**src/rtl/muldiv_unit.sv**
```systemverilog
// muldiv_unit: iterative RV32M multiply/divide unit, shift-add multiply and restoring divide.
// Define MULDIV_FAST_MUL_EN to replace the iterative multiply with a single-cycle multiplier.
module muldiv_unit #(
  parameter int XLEN = 32,
  localparam int CNT_W = $clog2(XLEN) + 1
) (
  input  logic            clk,
  input  logic            rst,
  input  logic            start_i,
  input  logic [2:0]      op_i,
  input  logic [XLEN-1:0] a_i,
  input  logic [XLEN-1:0] b_i,
  input  logic [4:0]      rd_i,
  input  logic            flush_i,
  output logic            busy_o,
  output logic            done_o,
  output logic [XLEN-1:0] result_o,
  output logic [4:0]      rd_o
);
  typedef enum logic [1:0] {IDLE, CALC, DONE} state_t;
  state_t              r_state;
  logic [2:0]          r_op;
  logic [XLEN-1:0]     r_m;
  logic [2*XLEN-1:0]   r_acc;
  logic [CNT_W-1:0]    r_cnt;
  logic                r_neg;
  logic                r_early;
  logic [4:0]          r_rd_l;
  logic [XLEN-1:0]     r_result;
  logic [4:0]          r_rd;
  logic                w_accept, w_sa, w_sb, w_div0, w_ovf, w_early, w_ge;
  logic [XLEN-1:0]     w_ma, w_mb, w_spec, w_init, w_q, w_r, w_res;
  logic [XLEN:0]       w_add, w_rsh, w_diff;
  logic [2*XLEN-1:0]   w_mul_nxt, w_div_nxt, w_nxt, w_prod;
  assign busy_o   = (r_state == CALC);
  assign done_o   = (r_state == DONE);
  assign result_o = r_result;
  assign rd_o     = r_rd;
  assign w_accept = start_i & ~flush_i & (r_state != CALC);
  // a is signed for MULH/MULHSU/DIV/REM, b only for MULH/DIV/REM
  assign w_sa = ((op_i == 3'b001) | (op_i == 3'b010) | (op_i == 3'b100) | (op_i == 3'b110)) & a_i[XLEN-1];
  assign w_sb = ((op_i == 3'b001) | (op_i == 3'b100) | (op_i == 3'b110)) & b_i[XLEN-1];
  assign w_ma = w_sa ? -a_i : a_i;
  assign w_mb = w_sb ? -b_i : b_i;
  assign w_div0 = op_i[2] & (b_i == '0);
  assign w_ovf  = op_i[2] & ~op_i[0] & (a_i == {1'b1, {(XLEN-1){1'b0}}}) & (&b_i);
  assign w_spec = w_div0 ? (op_i[1] ? a_i : '1) : (op_i[1] ? '0 : a_i);
`ifdef MULDIV_FAST_MUL_EN
  logic [2*XLEN-1:0] w_ax, w_bx, w_fp;
  assign w_ax    = {{XLEN{w_sa}}, a_i};
  assign w_bx    = {{XLEN{w_sb}}, b_i};
  assign w_fp    = w_ax * w_bx;
  assign w_early = w_div0 | w_ovf | ~op_i[2];
  assign w_init  = ~op_i[2] ? ((op_i[1:0] == 2'b00) ? w_fp[XLEN-1:0] : w_fp[2*XLEN-1:XLEN]) :
                   (w_div0 | w_ovf) ? w_spec : w_ma;
`else
  assign w_early = w_div0 | w_ovf;
  assign w_init  = w_early ? w_spec : (op_i[2] ? w_ma : w_mb);
`endif
  // multiply: acc = {partial, multiplier}; divide: acc = {remainder, dividend/quotient}
  assign w_add     = {1'b0, r_acc[2*XLEN-1:XLEN]} + (r_acc[0] ? {1'b0, r_m} : '0);
  assign w_mul_nxt = {w_add, r_acc[XLEN-1:1]};
  assign w_rsh     = r_acc[2*XLEN-1:XLEN-1];
  assign w_diff    = w_rsh - {1'b0, r_m};
  assign w_ge      = ~w_diff[XLEN];
  assign w_div_nxt = {w_ge ? w_diff[XLEN-1:0] : w_rsh[XLEN-1:0], r_acc[XLEN-2:0], w_ge};
  assign w_nxt     = r_op[2] ? w_div_nxt : w_mul_nxt;
  assign w_prod    = r_neg ? -w_nxt : w_nxt;
  assign w_q       = w_nxt[XLEN-1:0];
  assign w_r       = w_nxt[2*XLEN-1:XLEN];
  assign w_res     = r_op[2] ? (r_op[1] ? (r_neg ? -w_r : w_r) : (r_neg ? -w_q : w_q)) :
                     (r_op[1:0] == 2'b00) ? w_prod[XLEN-1:0] : w_prod[2*XLEN-1:XLEN];
  always_ff @(posedge clk or posedge rst) begin
    if (rst) begin
      r_state  <= IDLE;
      r_op     <= '0;
      r_m      <= '0;
      r_acc    <= '0;
      r_cnt    <= '0;
      r_neg    <= 1'b0;
      r_early  <= 1'b0;
      r_rd_l   <= '0;
      r_result <= '0;
      r_rd     <= '0;
    end else if (r_state == CALC) begin
      if (flush_i) begin
        r_state <= IDLE;
      end else if (r_early || r_cnt == CNT_W'(XLEN - 1)) begin
        r_state  <= DONE;
        r_result <= r_early ? r_acc[XLEN-1:0] : w_res;
        r_rd     <= r_rd_l;
      end else begin
        r_acc <= w_nxt;
        r_cnt <= r_cnt + 1'b1;
      end
    end else if (w_accept) begin
      r_state <= CALC;
      r_op    <= op_i;
      r_m     <= op_i[2] ? w_mb : w_ma;
      r_acc   <= {{XLEN{1'b0}}, w_init};
      r_cnt   <= '0;
      r_neg   <= (op_i[2] & op_i[1]) ? w_sa : (w_sa ^ w_sb);
      r_early <= w_early;
      r_rd_l  <= rd_i;
    end else begin
      r_state <= IDLE;
    end
  end
endmodule
```
**config.mk**
```make
export PLATFORM = sky130hd
export DESIGN_NAME = muldiv_unit
export DESIGN_NICKNAME = d
export VERILOG_FILES = /design/src/rtl/muldiv_unit.sv
export SDC_FILE = /design/constraint.sdc
export NUM_CORES = 1
export LEC_CHECK = 0
export CORE_UTILIZATION = 40
export DETAILED_ROUTE_END_ITERATION = 8
export SETUP_SLACK_MARGIN = 0.3
export SYNTH_ARGS = -nofsm -noshare
export SYNTH_HDL_FRONTEND = slang
export SYNTH_SLANG_ARGS = --single-unit
```
**constraint.sdc**
```tcl
create_clock -name clk -period 11.58 [get_ports clk]
set_input_delay 1.737 -clock clk [delete_from_list [all_inputs] [get_ports clk]]
set_output_delay 1.737 -clock clk [all_outputs]
set_load 0.01 [all_outputs]
```
# Word level (Yosys, flattened, before mapping)
# Cells that the tools add are included.
[classes]
n_addsub = 8
n_eq_ne = 12
mux = 31
bitwise = 20
n_reduce_logical = 8
[ops]
columns = ["cell", "count"]
rows = [
  ["$mux 32", 16],
  ["$mux 64", 6],
  ["$neg 32->32", 4],
  ["$neg 64->64", 1],
  ["$add 32x32->33", 1],
  ["$sub 33x32->33", 1],
  ["$eq 32x32->1 const B", 1],
  ["$logic_not 32->1", 1],
  ["$reduce_and 32->1", 1],
  ["$mux 6", 4],
  ["$and 1x1->1", 9],
  ["$add 6x1->6 const B", 1],
  ["$eq 3x3->1 const B", 2],
  ["$eq 6x5->1 const B", 1],
  ["$mux 2", 3],
  ["$or 1x1->1", 6],
  ["$reduce_and 3->1", 2],
  ["$ne 2x2->1 const B", 2],
  ["$not 1->1", 4],
  ["$eq 3x1->1 const B", 1],
  ["$eq 3x2->1 const B", 1],
  ["$ne 3x2->1 const B", 1],
  ["$eq 2x1->1 const B", 1],
  ["$eq 2x2->1 const B", 1],
  ["other kinds (7)", 8],
]
[totals]
ff_bits = 151
input_bits = 76
output_inout_bits = 39
word_cells = 89

# Longest topological paths before layout
# Gate-level depths: netlist (run 1).
[depth]
word_depth = 10
depth_mapped = 26

# Worst setup path after synthesis (run 1)
# Ideal clock, no wire load.
[synth_timing]
path_type = "reg-to-reg"
from = "reg r_acc[31]"
to = "reg r_result[30], in the netlist result_o[30]"
setup_time_ps = 77
arrival_ps = 4866
required_time_ps = 11503
slack_ps = 6637
path_stages_with_launch = 26
synth_period_minus_slack_ps = 4943
path_cell_list = "dfrtp_1 -> inv_1 -> ha_1 -> inv_1 -> fa_1 -> a211oi_2 -> o21ai_2 -> o211ai_2 -> a21boi_4 -> o31ai_1 -> nor2_1 -> a21oi_1 -> ha_1 -> o21ai_1 -> nor4b_1 -> o2111a_1 -> and2_1 -> nand4_1 -> nand2b_1 -> clkbuf_1 -> nand2_1 -> nand4_1 -> or4_1 -> a21o_1 -> a21o_1 -> a21oi_1"
[synth_between]
elab_chain_len = 8
[synth_rtl]
columns = ["item", "line_no", "rtl"]
rows = [
  ["start: declaration", "24", "logic [2*XLEN-1:0] r_acc;"],
  ["start signal: assignment", "93", "r_acc <= w_nxt;"],
  ["start signal: assignment", "100", "r_acc <= {{XLEN{1'b0}}, w_init};"],
  ["$sub 33x32->33", "64", "assign w_diff = w_rsh - {1'b0, r_m};"],
  ["$mux 32 / $not 1->1 (equally long branches)", "66, 65", ""],
  ["$mux 64 (*)", "67", "assign w_nxt = r_op[2] ? w_div_nxt : w_mul_nxt;"],
  ["$neg 64->64 / $neg 32->32 (equally long branches)", "68, 71", ""],
  ["$mux 64 / $mux 32 (equally long branches)", "68, 71", ""],
  ["$mux 32 (on tied branches)", "72, 71", ""],
  ["$mux 32 (*)", "71", "assign w_res = r_op[2] ? (r_op[1] ? (r_neg ? -w_r : w_r) : (r_neg ? -w_q : w_q)) :"],
  ["$mux 32 (*)", "90", "r_result <= r_early ? r_acc[XLEN-1:0] : w_res;"],
  ["end signal: assignment", "90", ""],
  ["end: declaration", "29", "logic [XLEN-1:0] r_result;"],
]
# Every way passes the cells marked *; elsewhere a longest branch is shown, timed or not.
# A chain may end at the register's enable or synchronous reset.

# Worst setup path in the final report (run 1)
[layout_timing]
from = "reg r_acc[31]"
to = "reg r_result[14], in the netlist result_o[14]"
# Same word-level chain as after synthesis.

==> qor.txt, run 1 <==
number of enable flip-flop cells after synthesis: 0
final WL: 71,600 um
synthesized area: 17,200 um2
final setup fails: 0
CP Class: flip-flop to flip-flop
Die Y: 209 um
total gr overflow: 0
P_leak: 0.00773 uW
Synth top area share: 22.0%
clk sinks: 151
placed cells: 2,915
H-tree depth: 4
Multi-input gate area: 12,500 um2
IO Count: 115
CP Launch Type: flip-flop
CTS max path bufs: 2
worst setup path endpoint: result_o[14]$_DFFE_PP0P_
# diodes: 0
register bit total from synthesis: 151
std cell rows: 75
max cap viols: 0
final core occ: 45.6%
Reg2Reg Depth: 25
CP Max Fanout: 8
first-pass GRT wire length: 108,000 um
Placer Congestion: 0.991
ys flop type: dfrtp_1
Hold Vio Cnt, Final: 0
Hold Path Class: flip-flop to flip-flop
CP Launch Point: r_acc[31]$_DFFE_PP0P_
die area: 43,700 um2
Nets: 2,543
Tot Pwr: 4450 uW
Tot GR Track Use: 32.7%
antenna viol nets, final: 0
Post-CTS Hold Fix Bufs: 0
reg2reg end: result_o[14]$_DFFE_PP0P_
Setup TNS: 0 ns
number of global-route vias before repair: 17.4k
share of layout cells above drive strength 1: 6.11%
Yosys top cell by area: dfrtp_1
hold_ws: 0.474 ns
post-synth cell types: 96
Critical Path End Type: flip-flop
# fillers: 4,264
relative slew slack: 18.5%
largest net degree at the start of global routing: 94
via count: 18.6k
WL/cell: 24.3 um
hold path depth: 2
max-slew violation count: 0
measured slew at the worst slew-check pin: 1.21 ns
Layout Skew: 0.0212 ns
Final Critical Period: 6.96 ns
root buf cell: clkbuf_16
syn nets: 2,531
CTS tree: done
Syn. warnings: 0
status: completed
die outline width: 209 um
clock latency on the worst-skew pair: 0.48 ns
setup bufs post-CTS: 0
DRT Pass-1 Iters: 8
# resized after CTS: 0
WP data arrival: 7.32 ns
RSZ-0062 raised after global routing: false
sequential area share after synthesis: 22.0%
Cells after Synth: 2,383
core footprint: 42,100 um2
Finished Layout Cells: 2,946
post-DR vias/cell: 6.30
setup slack, reg-to-reg: 4.62 ns
CTS buffer count: 17
initial antenna violation count: 3
RR Startpoint: r_acc[31]$_DFFE_PP0P_
Mean Syn Cell Area: 7.20 um2
first-iteration detailed-routing DRC count: 2,050
CP required: 11.94 ns
clock-pin slew on the worst setup and hold paths: 0.07 ns
Initial Util: 40.7%
period utilization: 60.1%
Syn-to-layout area delta: 11.8%
post-DP HPWL: 54,700 um
Remaining DRCs: 0
worst vdd rail ir drop: 0.000143 V
highest clock rate: 144 MHz
Synth async-reset ratio: 100%
PortBufs: 114
P per Cell Area: 232 nW/um2
FF/Latch Area: 3780 um2
synth top area cells: dfrtp_1 (22%), o21ai_0 (7.0%), nand2_1 (6.8%)
## logic make-up after synthesis
| family | share of synthesized area [%] |
|---|---|
| and+or+nand+nor | 23.8 |
| buffers and inverters | 5.37 |
| adders and majority gates | 6.44 |
| xor gates and xnor gates | 8.52 |
| AOI/OAI and AO/OA | 29.9 |
| muxes | 3.94 |
| DFF | 22.0 |
## power breakdown
part	leakage, uW	internal (uW)	switching (uW)
combinational	0.00553	1040	2020
clock	0.000276	282	270
sequential	0.00193	639	190
total	0.00773	1960	2480
## layout make-up
class                   instances  share of cell area (%)
inverters                      74                    1.47
well taps                     539                    3.51
clock buffers                  17                    2.22
flip-flops and latches        151                    19.7
multi-input cells            2003                    65.1
clock inverters                14                   0.685
repair buffers                148                    7.26
## metrics by stage
step,setup WS (ns),instance area [um2]
2_1_floorplan,5.78,17200
3_5_place_dp,4.90,18600
4_1_cts,4.87,19200
5_1_grt,4.33,19200
3_3_place_gp,5.21,18600
6_report,4.62,19200
## Yosys cell counts, drive strengths merged (7+ instances only)
library cell	n
and3	17
mux2i	44
nand2	313
o21a	19
a31oi	20
nor3	57
buf	34
and2	47
mux2	21
dfrtp	151
o221ai	7
o21ai	260
o311ai	7
nand2b	20
a21oi	233
a221oi	10
inv	73
or2	8
o41ai	21
nor4	21
a31o	8
o211ai	49
nand3	71
nand4	35
clkbuf	121
nor2	215
ha	70
nor3b	7
o22ai	10
xnor2	96
a211oi	24
or3	20
a311oi	8
a21o	30
a21boi	7
xor2	71
nand3b	7
nor2b	16
o31ai	34
a2111oi	7
maj3	19
## layer usage
metal  vias to the layer above  GRT usage, %  wire length [um]
li1                       8689             -                 -
met1                      8882          44.8             31400
met2                       834          48.7             30500
met3                       154          5.61              5650
met4                         0          18.2              3990
met5                         -             0                 0
## worst min-delay path by stage
stage,start,endpoint,slack (ns)
after floorplan,r_rd_l[0]$_DFFE_PP0P_,rd_o[0]$_DFFE_PP0P_,0.44
after global placement,r_rd_l[3]$_DFFE_PP0P_,rd_o[3]$_DFFE_PP0P_,0.45
after detailed placement,r_rd_l[3]$_DFFE_PP0P_,rd_o[3]$_DFFE_PP0P_,0.45
after CTS,r_rd_l[3]$_DFFE_PP0P_,rd_o[3]$_DFFE_PP0P_,0.47
after global routing,r_rd_l[1]$_DFFE_PP0P_,r_rd_l[1]$_DFFE_PP0P_,0.50
final,r_rd_l[3]$_DFFE_PP0P_,rd_o[3]$_DFFE_PP0P_,0.47
## cells in the final DEF, fill, tap and decap left out, types with 18 or more instances in the layout
master           count
nand2_1            312
o21ai_0            241
a21oi_1            228
nor2_1             213
dfrtp_1            149
clkdlybuf4s50_1    113
xnor2_1             96
inv_1               71
xor2_1              71
ha_1                70
nand3_1             69
nor3_1              55
o211ai_1            48
and2_1              47
mux2i_1             44
buf_4               35
nand4_1             34
o31ai_1             32
a21o_1              30
nand2b_1            20
a211oi_1            20
a31oi_1             20
or3_1               20
mux2_2              20
maj3_1              19
o21a_1              18
nor4_1              18
o41ai_1             18
## sequential cells by signal, summed over array words and instances (netlist names)
name      flops
r_cnt         6
r_rd_l        5
r_op          3
r_acc        64
r_early       1
result_o     32
r_neg         1
r_m          32
r_state       2
rd_o          5
## worst max-delay path, stage by stage (launching register included)
cell and delay [ns]:
dfrtp_1 0.38, inv_1 0.21, ha_1 0.21, inv_1 0.05
fa_1 0.43, a211oi_2 0.23, o21ai_2 0.17, o211ai_2 0.31
a21boi_4 0.14, o31ai_1 0.32, nor2_1 0.07, buf_4 0.20
a21oi_1 0.23, ha_1 0.22, o21ai_1 0.10, nor4b_1 0.54
o2111a_1 0.30, and2_1 0.17, nand4_1 0.21, nor3_1 0.91
nor2_1 0.28, nand2_1 0.21, a41oi_1 0.13, a211oi_1 0.43
o311ai_0 0.23, o21a_1 0.16
Power figures use the tool's default switching activity.
==> run 2, diff against run 1 <==
clock period = 7.2 ns   (was 11.58 ns; I/O delays follow)
==> qor.txt, run 2 (synthesis gave the netlist of run 1 again) <==
max cap viols: 0
final setup fails: 0
final core occ: 45.7%
Hold Vio Cnt, Final: 0
CTS buffer count: 17
delay-heaviest family, CP: compound AO/OA/AOI/OAI gates
total gr overflow: 0
CP Max Fanout: 18
first-iteration detailed-routing DRC count: 2,081
P_leak: 0.00777 uW
highest clock rate: 154 MHz
IO Count: 115
RSZ-0062 raised after global routing: false
CP max stage delay: 0.79 ns
fin worst setup slack: 0.715 ns
H-tree depth: 4
CTS tree: done
CP Class: flip-flop to flip-flop
PortBufs: 114
Tot Pwr: 7220 uW
Critical Path End Type: flip-flop
CP Cell Sequence: inv_1 > ha_1 > inv_1 > fa_1 > a211oi_2 > o21ai_2 > o211a_1 > o21ai_4 > a21oi_4 > nor2_1 > a21oi_1 > ha_1 > o21ai_1 > nor4b_1 > o2111a_1 > and2_1 > nand4_1 > nor3_1 > nor2_1 > nand2_1 > a21oi_1 > a2111oi_0 > a21oi_1 > o21ai_0
Remaining DRCs: 0
via count: 18.5k
measured slew at the worst slew-check pin: 1.15 ns
share of layout cells above drive strength 1: 6.42%
root buf cell: clkbuf_16
Reg2Reg Depth: 24
post-DR vias/cell: 6.28
commonest non-fill, non-tap cell in the layout: nand2_1
CTS max path bufs: 2
number of global-route vias before repair: 17.5k
max-slew violation count: 0
DRT Pass-1 Iters: 6
largest reg by FF count: r_acc
Post-CTS Hold Fix Bufs: 0
largest net degree at the start of global routing: 123
die area: 43,700 um2
# diodes: 0
# resized after CTS: 0
post-DP HPWL: 54,700 um
P per Cell Area: 375 nW/um2
relative slew slack: 22.9%
Die Y: 209 um
worst vdd rail ir drop: 0.000206 V
clock latency on the worst-skew pair: 0.48 ns
Initial Util: 40.7%
Tot GR Track Use: 32.5%
Layout Skew: 0.0183 ns
clock-pin slew on the worst setup and hold paths: 0.08 ns
final WL: 71,500 um
first-pass GRT wire length: 108,000 um
core footprint: 42,100 um2
std cell rows: 75
Setup TNS: 0 ns
CP Launch Type: flip-flop
Syn-to-layout area delta: 12.3%
clk sinks: 151
period utilization: 90.1%
Placer Congestion: 1.00
buffers and inverters on the worst path: 2
CP max stage cell: nor3_1
setup bufs post-CTS: 0
Worst path depth: 24
CP required: 7.60 ns
initial antenna violation count: 1
Hold Path Class: flip-flop to flip-flop
most frequent cells in the layout: nand2_1 (312), o21ai_0 (241), a21oi_1 (228)
antenna viol nets, final: 0
Final Critical Period: 6.48 ns
WL/cell: 24.2 um
die outline width: 209 um
Largest register FFs: 64
most used cell, CP: a21oi_1
hold path depth: 2
hold_ws: 0.466 ns
status: completed
pre-CTS setup slack: 0.989 ns
WP data arrival: 6.89 ns
Nets: 2,550
## run 2: cell count changes in the layout (fill, tap and decap cells not counted), sizes merged
| cell | change |
|---|---|
| buf | +7 |
| clkinv | -3 |
| clkbuf | +2 |
| clkinvlp | +2 |
## run 2: cell type report
cell class / count / area (um2)
Clock buffer: 19 / 453
Clock inverter: 13 / 129
Fill cell: 4282 / 22900
Inverter: 74 / 283
Multi-Input combinational cell: 2003 / 12500
Sequential cell: 151 / 3780
Tap cell: 539 / 674
Timing Repair Buffer: 155 / 1450
## run 2: path summary, 6_finish.rpt
kind                                       startpoint  slack, ns                       to
worst max-delay path            r_acc[31]$_DFFE_PP0P_       0.72  result_o[6]$_DFFE_PP0P_
worst min register to register  r_rd_l[0]$_DFFE_PP0P_       0.47      rd_o[0]$_DFFE_PP0P_
worst max register to register  r_acc[31]$_DFFE_PP0P_       0.72  result_o[6]$_DFFE_PP0P_
min in group asynchronous                         rst       1.03       r_m[8]$_DFFE_PP0P_
max in group asynchronous                         rst       4.84      r_op[2]$_DFFE_PP0P_
worst min-delay path            r_rd_l[0]$_DFFE_PP0P_       0.47      rd_o[0]$_DFFE_PP0P_
## run 2: per-stage QoR
stage,instances,cell area (um2)
final,2954,19300
after global routing,2954,19300
after CTS,2954,19300
after detailed placement,2922,18700
after global placement,2922,18700
after floorplan,2383,17200
## run 2: power by group
group / switching (uW) / internal (uW) / total, uW
registers: 302 / 1030 / 1330
logic: 3250 / 1710 / 4960
clock network: 454 / 476 / 930
total: 4010 / 3210 / 7220
## run 2: tightest hold or removal path, stage by stage, from the launching register on
cell and delay (ns):
dfrtp_1 0.34, nand2_1 0.05, nand2_1 0.05
## run 2: routing by layer
layer | vias up | track usage [%] | share of wire (%)
met5 | - | 0 | 0
met4 | 0 | 14.1 | 4.2
met3 | 128 | 5.64 | 8.3
met1 | 8880 | 44.8 | 44
met2 | 863 | 49.9 | 44
li1 | 8678 | - | -
